===== src/rtl/vending_machine_def_pkg.sv =====
// Shared definitions for the vending credit logic: FSM state encoding and default
// denomination/price tables and timeout reload value.
package vending_machine_def;

    localparam int unsigned VALUE_W        = 32;
    localparam int unsigned DEF_NUM_COINS  = 3;
    localparam int unsigned DEF_NUM_ITEMS  = 4;
    localparam int unsigned DEF_TOTAL_BITS = 31;
    localparam int unsigned DEF_WAIT_TIME  = 100;
    localparam int unsigned DEF_MAX_CREDIT = 5000;

    // Index 0 sits in the least-significant 32 bits.
    localparam logic [DEF_NUM_COINS*VALUE_W-1:0] DEF_COIN_VALUES =
        {32'd1000, 32'd500, 32'd100};
    localparam logic [DEF_NUM_ITEMS*VALUE_W-1:0] DEF_ITEM_PRICES =
        {32'd2000, 32'd1000, 32'd500, 32'd400};

    typedef enum logic [1:0] {
        ST_IDLE   = 2'd0,
        ST_CREDIT = 2'd1,
        ST_RETURN = 2'd2
    } state_t;

endpackage


===== src/rtl/change_picker.sv =====
// change_picker: combinational selection of the largest denomination that still fits
// in the remaining credit; found_c is low when no denomination fits.
module change_picker
    import vending_machine_def::*;
#(
    parameter int unsigned                  NUM_COINS   = DEF_NUM_COINS,
    parameter int unsigned                  TOTAL_BITS  = DEF_TOTAL_BITS,
    parameter logic [NUM_COINS*VALUE_W-1:0] COIN_VALUES = DEF_COIN_VALUES
) (
    input  logic [TOTAL_BITS-1:0] credit,
    output logic [NUM_COINS-1:0]  coin_c,
    output logic [TOTAL_BITS-1:0] value_c,
    output logic                  found_c
);

    localparam int unsigned CMP_W = (TOTAL_BITS > VALUE_W) ? TOTAL_BITS : VALUE_W;

    logic [CMP_W-1:0] best_c;
    logic [CMP_W-1:0] cand_c;

    // Tables need not be sorted, so scan every denomination for the best fit.
    always_comb begin
        coin_c  = '0;
        best_c  = '0;
        cand_c  = '0;
        found_c = 1'b0;
        for (int i = 0; i < int'(NUM_COINS); i++) begin
            cand_c = CMP_W'(COIN_VALUES[i*VALUE_W +: VALUE_W]);
            if ((cand_c != '0) && (cand_c <= CMP_W'(credit)) &&
                (!found_c || (cand_c > best_c))) begin
                coin_c    = '0;
                coin_c[i] = 1'b1;
                best_c    = cand_c;
                found_c   = 1'b1;
            end
        end
    end

    assign value_c = TOTAL_BITS'(best_c);

endmodule


===== src/rtl/coin_credit_timer.sv =====
// coin_credit_timer: vending credit accumulator with idle timeout and coin-by-coin change return.
// Build macro CREDIT_CAP_EN refuses any coin that would lift credit above MAX_CREDIT.
module coin_credit_timer
    import vending_machine_def::*;
#(
    parameter int unsigned                  NUM_COINS   = DEF_NUM_COINS,
    parameter int unsigned                  NUM_ITEMS   = DEF_NUM_ITEMS,
    parameter int unsigned                  TOTAL_BITS  = DEF_TOTAL_BITS,
    parameter int unsigned                  WAIT_TIME   = DEF_WAIT_TIME,
    parameter logic [NUM_COINS*VALUE_W-1:0] COIN_VALUES = DEF_COIN_VALUES,
    parameter logic [NUM_ITEMS*VALUE_W-1:0] ITEM_PRICES = DEF_ITEM_PRICES,
    parameter int unsigned                  MAX_CREDIT  = DEF_MAX_CREDIT
) (
    input  logic                  clk,
    input  logic                  reset,
    input  logic [NUM_COINS-1:0]  i_input_coin,
    input  logic [NUM_ITEMS-1:0]  i_select_item,
    input  logic                  i_trigger_return,
    output logic [NUM_ITEMS-1:0]  o_available_item,
    output logic [NUM_ITEMS-1:0]  o_output_item,
    output logic [NUM_COINS-1:0]  o_return_coin,
    output logic [NUM_COINS-1:0]  o_reject_coin,
    output logic [TOTAL_BITS-1:0] o_credit,
    output logic [31:0]           o_wait_time,
    output logic                  o_busy
);

    localparam int unsigned SUM_W = ((TOTAL_BITS > VALUE_W) ? TOTAL_BITS : VALUE_W) + 1;

    state_t                state_q;
    state_t                state_nxt;

    logic                  coin_ok_c;
    logic                  sel_ok_c;
    logic                  take_coin_c;
    logic                  accept_coin_c;
    logic                  take_sel_c;
    logic                  coin_refused_c;
    logic [VALUE_W-1:0]    coin_val_c;
    logic [VALUE_W-1:0]    price_c;
    logic [SUM_W-1:0]      sum_c;
    logic [TOTAL_BITS-1:0] coin_sum_c;

    logic [NUM_COINS-1:0]  pick_coin_c;
    logic [TOTAL_BITS-1:0] pick_value_c;
    logic                  pick_found_c;

    logic [TOTAL_BITS-1:0] credit_nxt;
    logic [31:0]           wait_nxt;
    logic [NUM_ITEMS-1:0]  avail_nxt;
    logic [NUM_ITEMS-1:0]  item_nxt;
    logic [NUM_COINS-1:0]  ret_nxt;
    logic [NUM_COINS-1:0]  rej_nxt;

    change_picker #(
        .NUM_COINS   (NUM_COINS),
        .TOTAL_BITS  (TOTAL_BITS),
        .COIN_VALUES (COIN_VALUES)
    ) u_change_picker (
        .credit  (o_credit),
        .coin_c  (pick_coin_c),
        .value_c (pick_value_c),
        .found_c (pick_found_c)
    );

    // Value lookup for the one-hot coin and item inputs.
    always_comb begin
        coin_val_c = '0;
        price_c    = '0;
        for (int i = 0; i < int'(NUM_COINS); i++) begin
            if (i_input_coin[i]) coin_val_c |= COIN_VALUES[i*VALUE_W +: VALUE_W];
        end
        for (int i = 0; i < int'(NUM_ITEMS); i++) begin
            if (i_select_item[i]) price_c |= ITEM_PRICES[i*VALUE_W +: VALUE_W];
        end
    end

    assign coin_ok_c     = $onehot(i_input_coin);
    assign sel_ok_c      = $onehot(i_select_item);
    assign sum_c         = SUM_W'(o_credit) + SUM_W'(coin_val_c);
    assign coin_sum_c    = (sum_c > SUM_W'({TOTAL_BITS{1'b1}})) ? '1 : TOTAL_BITS'(sum_c);
    assign take_coin_c   = coin_ok_c && !i_trigger_return;
    assign accept_coin_c = take_coin_c && !coin_refused_c;
    // o_available_item is already gated by the CREDIT state and current credit.
    assign take_sel_c    = !i_trigger_return && !coin_ok_c && sel_ok_c &&
                           (|(i_select_item & o_available_item));

`ifdef CREDIT_CAP_EN
    assign coin_refused_c = sum_c > SUM_W'(MAX_CREDIT);
`else
    logic unused_max_credit;
    assign coin_refused_c    = 1'b0;
    assign unused_max_credit = ^MAX_CREDIT;
`endif

    // State register.
    always_ff @(posedge clk or posedge reset) begin
        if (reset) state_q <= ST_IDLE;
        else       state_q <= state_nxt;
    end

    // Next-state decode.
    always_comb begin
        state_nxt = state_q;
        case (state_q)
            ST_IDLE: begin
                if (accept_coin_c) state_nxt = ST_CREDIT;
            end
            ST_CREDIT: begin
                if (i_trigger_return)                  state_nxt = ST_RETURN;
                else if (accept_coin_c || take_sel_c) state_nxt = ST_CREDIT;
                else if (o_wait_time == 32'd0)         state_nxt = ST_RETURN;
            end
            ST_RETURN: begin
                if (!pick_found_c) state_nxt = ST_IDLE;
            end
            default: state_nxt = ST_IDLE;
        endcase
    end

    // Next values for the registered outputs.
    always_comb begin
        credit_nxt = o_credit;
        wait_nxt   = o_wait_time;
        avail_nxt  = '0;
        item_nxt   = '0;
        ret_nxt    = '0;
        rej_nxt    = '0;
        case (state_q)
            ST_IDLE: begin
                wait_nxt = '0;
                if (accept_coin_c) begin
                    credit_nxt = coin_sum_c;
                    wait_nxt   = 32'(WAIT_TIME);
                end else if (take_coin_c) begin
                    rej_nxt = i_input_coin;
                end
            end
            ST_CREDIT: begin
                if (i_trigger_return) begin
                    wait_nxt = '0;
                end else if (accept_coin_c) begin
                    credit_nxt = coin_sum_c;
                    wait_nxt   = 32'(WAIT_TIME);
                end else if (take_sel_c) begin
                    credit_nxt = o_credit - TOTAL_BITS'(price_c);
                    item_nxt   = i_select_item;
                    wait_nxt   = 32'(WAIT_TIME);
                end else begin
                    if (take_coin_c) rej_nxt = i_input_coin;
                    if (o_wait_time != 32'd0) wait_nxt = o_wait_time - 32'd1;
                end
            end
            ST_RETURN: begin
                wait_nxt = '0;
                if (coin_ok_c) rej_nxt = i_input_coin;
                if (pick_found_c) begin
                    ret_nxt    = pick_coin_c;
                    credit_nxt = o_credit - pick_value_c;
                end else begin
                    credit_nxt = '0;
                end
            end
            default: begin
                credit_nxt = '0;
                wait_nxt   = '0;
            end
        endcase
        for (int i = 0; i < int'(NUM_ITEMS); i++) begin
            avail_nxt[i] = (state_nxt == ST_CREDIT) &&
                           (SUM_W'(credit_nxt) >= SUM_W'(ITEM_PRICES[i*VALUE_W +: VALUE_W]));
        end
    end

    // Output registers.
    always_ff @(posedge clk or posedge reset) begin
        if (reset) begin
            o_credit         <= '0;
            o_wait_time      <= '0;
            o_available_item <= '0;
            o_output_item    <= '0;
            o_return_coin    <= '0;
            o_reject_coin    <= '0;
            o_busy           <= 1'b0;
        end else begin
            o_credit         <= credit_nxt;
            o_wait_time      <= wait_nxt;
            o_available_item <= avail_nxt;
            o_output_item    <= item_nxt;
            o_return_coin    <= ret_nxt;
            o_reject_coin    <= rej_nxt;
            o_busy           <= (state_nxt == ST_RETURN);
        end
    end

endmodule


===== config.mk =====
export PLATFORM = sky130hd
export DESIGN_NAME = coin_credit_timer
export DESIGN_NICKNAME = d
export VERILOG_FILES = /design/src/rtl/vending_machine_def_pkg.sv /design/src/rtl/change_picker.sv /design/src/rtl/coin_credit_timer.sv
export SDC_FILE = /design/constraint.sdc
export NUM_CORES = 1
export LEC_CHECK = 0
export ABC_CLOCK_PERIOD_IN_PS = 7600
export BUFFER_PORTS_ARGS = -buffer_cell sky130_fd_sc_hd__buf_4
export CORE_MARGIN = 2
export CORE_UTILIZATION = 35
export DETAILED_ROUTE_END_ITERATION = 8
export SLEW_MARGIN = 20
export SYNTH_ARGS = -nofsm -noshare
export SYNTH_HDL_FRONTEND = slang
export SYNTH_SLANG_ARGS = --single-unit

===== constraint.sdc =====
create_clock -name clk -period 7.6 [get_ports clk]
set_input_delay 0.38 -clock clk [delete_from_list [all_inputs] [get_ports clk]]
set_output_delay 0.38 -clock clk [all_outputs]
set_load 0.01 [all_outputs]

==> reports/summary.log <==
[global_route] met3 Usage GRT 0.0447
[logic_synthesis] xor/xnor share of the synthesized area 0.0613
[cts] TritonCTS clock tree done
[layout] area growth from synthesis to layout 16.2%
[timing] number of hold violations in the final report 0
[cts] Clock H-tree levels 3
[routing] via/cell ratio 6.14
[timing] Worst-Margin Slew 1.05 ns
[global_route] initial antenna violation count 0
[cts] post-cts resize count 0
[logic_synthesis] most frequently used cell type in the post-synthesis netlist sky130_fd_sc_hd__nor2_1
[cts] hold buffer count at cts 0
[timing] Post-Route Skew 0.00877 ns
[worst_setup_path] number of cells on the worst reg-to-reg path 20
[logic_synthesis] complex-gate fraction of the synthesized area 0.237
[pwr] worst voltage drop across the vdd grid 0.187 mV
[logic_synthesis] Area contributors post-synth sky130_fd_sc_hd__dfrtp_1 28%, sky130_fd_sc_hd__nor2_1 4.9%, sky130_fd_sc_hd__ha_1 4.7%
[floorplan] width of the die 147 microns
[timing] total negative slack 0 ns
[logic_synthesis] largest area contributor in the netlist sky130_fd_sc_hd__dfrtp_1
[cts] number of sinks on the clock net 80
[timing] final clock period utilization by the worst path 0.812
[timing] Finish-stage setup viols 0
[logic_synthesis] largest family of logic cells by synthesized area simple AND/OR/NAND/NOR gates
[placement] IO Port Bufs 87
[timing] setup repair after global routing missed its margin false
[routing] WL per Instance 22.1 microns
[cts] Max Root-Sink Buffers 2
[cts] insertion delay of the later-clocked pin in the worst-skew pair 0.36 ns
[floorplan] initial core utilization 0.355
[worst_setup_path] r2r endpoint o_available_item[1]
[timing] highest clock frequency the design can meet 0.162 GHz
[cts] clock-pin slew of the registers on the worst-case setup and hold paths 0.07 ns
[timing] final period demand of the worst path 6.17 ns
[global_route] GRT Max-Usage Layer met2
[worst_setup_path] kind of capture point of the worst setup path flop
[timing] Hold Worst Slack 0.0803 ns
[floorplan] standard-cell row count 52
[routing] drt initial violations 831
[timing] Slew Viols, Final 0
[logic_synthesis] most frequent cells after synthesis 93 x sky130_fd_sc_hd__nor2_1, 80 x sky130_fd_sc_hd__dfrtp_1, 80 x sky130_fd_sc_hd__nand2_1, 65 x sky130_fd_sc_hd__a21oi_1, 61 x sky130_fd_sc_hd__o21ai_0
[logic_synthesis] total nets after synthesis 967
[global_route] largest net degree at the start of global routing 50
[worst_setup_path] path type of the worst setup path flop to flop
[routing] antenna-violating nets left 0
[layout] NumNets Final 1023
[routing] DRC 0
[run_status] run status finished clean
[floorplan] I/O pin total 88
[logic_synthesis] adder-cell area share of the yosys netlist 0.0613
[routing] vias after detailed routing 7718
[worst_setup_path] Arr. time, crit path 6.40 ns
[global_route] wire length of the first global-routing pass 43600 microns
[hold_path] Worst Hold Class primary input to asynchronous set/reset pin
[logic_synthesis] ys flop type sky130_fd_sc_hd__dfrtp_1
[flow_run] number of max-cap violations 0
[logic_synthesis] Distinct cells, synth 82
[global_route] total congestion overflow after global routing 0
[cts] CTS Buf Count 9
[logic_synthesis] Seq/Total Area, Yosys 0.280
[cts] number of setup buffers added after CTS 0
[layout] share of layout cells above drive strength 1 0.149
[global_route] GR Util All Layers 0.260
[routing] total wire length 27700 microns
[logic_synthesis] area share of and/or/nand/nor cells after synthesis 0.300
[logic_synthesis] per-instance average area after synthesis 7.72 sq um
[global_route] vias in the first global route 7299
[worst_setup_path] Req. time, crit path 7.83 ns
[logic_synthesis] Synth Register Bits 80
[worst_setup_path] worst reg2reg path startpoint o_credit[21]
[placement] post-detailed-placement cell area 8020 sq um
[worst_setup_path] Crit Path Max Fanout 12
[logic_synthesis] gate count of the mapped netlist 925
[logic_synthesis] async set or reset register ratio after synthesis 1.00
[floorplan] Die Outline Area 21600 sq um
[worst_setup_path] critical path launch point type flop
[floorplan] core footprint 20100 sq um
[cts] CTS root buf sky130_fd_sc_hd__clkbuf_16
[logic_synthesis] synth warn 0
[pwr] power density over cell area 373 nW/um^2
[layout] fillers 2097
[floorplan] Chip Height 147 microns
[layout] finished layout cell area 8300 sq um
[layout] Inserted Diodes 0
[routing] number of iterations in the first detailed-routing pass 6
[logic_synthesis] number of flops mapped to enable cells by yosys 0
[placement] GP Congestion 1.02
[placement] HPWL Detailed 20400 microns
[global_route] met1 track demand over resource 0.361
[logic_synthesis] Synth top area share 0.280
[worst_setup_path] worst reg-to-reg setup slack 1.43 ns
[logic_synthesis] portion of netlist area occupied by mux cells 0.00719
[logic_synthesis] summed instance area of the synthesized netlist 7140 sq um
[global_route] met2 capacity usage during global routing 0.396
[timing] relative slew slack 0.292
[pwr] Static Leakage 3.59 nW
## state kept, by name, summed over array words and instances, names as in the netlist
name / count
o_credit: 31
o_return_coin: 3
o_busy: 1
state_q: 2
o_output_item: 4
o_reject_coin: 3
o_available_item: 4
o_wait_time: 32
## critical path, cell delays in order (launching register included)
cell and delay (ns):
sky130_fd_sc_hd__dfrtp_1 0.52, sky130_fd_sc_hd__or4_1 0.70, sky130_fd_sc_hd__nor4_4 0.36, sky130_fd_sc_hd__nand2_1 0.17, sky130_fd_sc_hd__nor3_1 0.24, sky130_fd_sc_hd__buf_4 0.18, sky130_fd_sc_hd__nor2b_1 0.15, sky130_fd_sc_hd__ha_1 0.18
sky130_fd_sc_hd__inv_1 0.05, sky130_fd_sc_hd__fa_1 0.41, sky130_fd_sc_hd__a211oi_1 0.22, sky130_fd_sc_hd__o21ai_1 0.16, sky130_fd_sc_hd__o31ai_1 0.27, sky130_fd_sc_hd__a211oi_2 0.14, sky130_fd_sc_hd__or3_1 0.52, sky130_fd_sc_hd__o211a_1 0.25
sky130_fd_sc_hd__a211o_1 0.31, sky130_fd_sc_hd__or3_1 0.34, sky130_fd_sc_hd__nor3_2 0.14, sky130_fd_sc_hd__nand4_2 0.23, sky130_fd_sc_hd__o41a_1 0.48
## how the worst max path moves through the flow
stage,startpoint,endpoint,slack [ns],cells past startpoint
detailed placement,o_credit[21],o_available_item[1],1.57,20
finish,o_credit[21],o_available_item[1],1.43,20
global route,o_credit[14],o_available_item[0],1.10,19
CTS,o_credit[26],o_available_item[1],1.53,20
floorplan,o_credit[26],o_available_item[0],1.88,21
global placement,o_credit[21],o_available_item[0],1.62,20
## metal layers
layer,wire (microns),vias to the layer above
li1,-,3542
met1,11600,3644
met2,12300,438
met3,2470,94
met4,1330,0
met5,0,-
## where the power goes
| part | switching [mW] | internal, mW | total, mW |
|---|---|---|---|
| logic | 1.17 | 0.732 | 1.91 |
| registers | 0.248 | 0.514 | 0.762 |
| clock network | 0.206 | 0.225 | 0.431 |
## cells by family (layout without fill, tap and decap cells)
group,Yosys count,count (layout)
AND/OR/NAND/NOR,406,406
AO/OA/AOI/OAI,259,259
buffers and inverters,93,154
flip-flops,80,80
XOR/XNOR,50,50
adder cells (fa/ha/maj),32,32
multiplexers,5,5
## cell usage in the layout (no fill, tap or decap), types with 7 or more instances in the layout
cell type                   instances
sky130_fd_sc_hd__clkbuf_16          9
sky130_fd_sc_hd__or4_1             10
sky130_fd_sc_hd__o21ai_0           61
sky130_fd_sc_hd__and2_1            13
sky130_fd_sc_hd__nand2b_1          11
sky130_fd_sc_hd__nand4_1           14
sky130_fd_sc_hd__nor2_1            92
sky130_fd_sc_hd__or2_2              7
sky130_fd_sc_hd__dfrtp_1           80
sky130_fd_sc_hd__a211oi_1          11
sky130_fd_sc_hd__nand3_1           34
sky130_fd_sc_hd__o21a_1             8
sky130_fd_sc_hd__and3_1            11
sky130_fd_sc_hd__buf_4            105
sky130_fd_sc_hd__xor2_1            24
sky130_fd_sc_hd__xnor2_1           26
sky130_fd_sc_hd__nor4_1            29
sky130_fd_sc_hd__a21o_1            10
sky130_fd_sc_hd__nor3_1            42
sky130_fd_sc_hd__a31oi_1           14
sky130_fd_sc_hd__or3_1             16
sky130_fd_sc_hd__nand2_1           80
sky130_fd_sc_hd__nor2b_1           10
sky130_fd_sc_hd__and4_1             9
sky130_fd_sc_hd__inv_1             31
sky130_fd_sc_hd__ha_1              27
sky130_fd_sc_hd__o31ai_1            7
sky130_fd_sc_hd__a21oi_1           64
sky130_fd_sc_hd__o211ai_1          11
## layout make-up
type | count | area, sq um | share of cell area
multi-input cells | 752 | 4770 | 0.574
flip-flops and latches | 80 | 2000 | 0.241
repair buffers | 105 | 788 | 0.0950
well taps | 270 | 338 | 0.0407
clock buffers | 9 | 225 | 0.0271
inverters | 33 | 125 | 0.0151
clock inverters | 7 | 53.8 | 0.00648
## metrics by stage
step | setup WS, ns | std cells | util | power [mW]
detailed placement | 1.57 | 1240 | 0.399 | 2.62
global route | 1.10 | 1256 | 0.413 | 3.32
CTS | 1.53 | 1256 | 0.413 | 3.07
global placement | 1.62 | 1240 | 0.399 | 2.62
floorplan | 1.88 | 925 | - | 2.00
finish | 1.43 | 1256 | 0.413 | 3.10
Power figures use the tool's default switching activity.
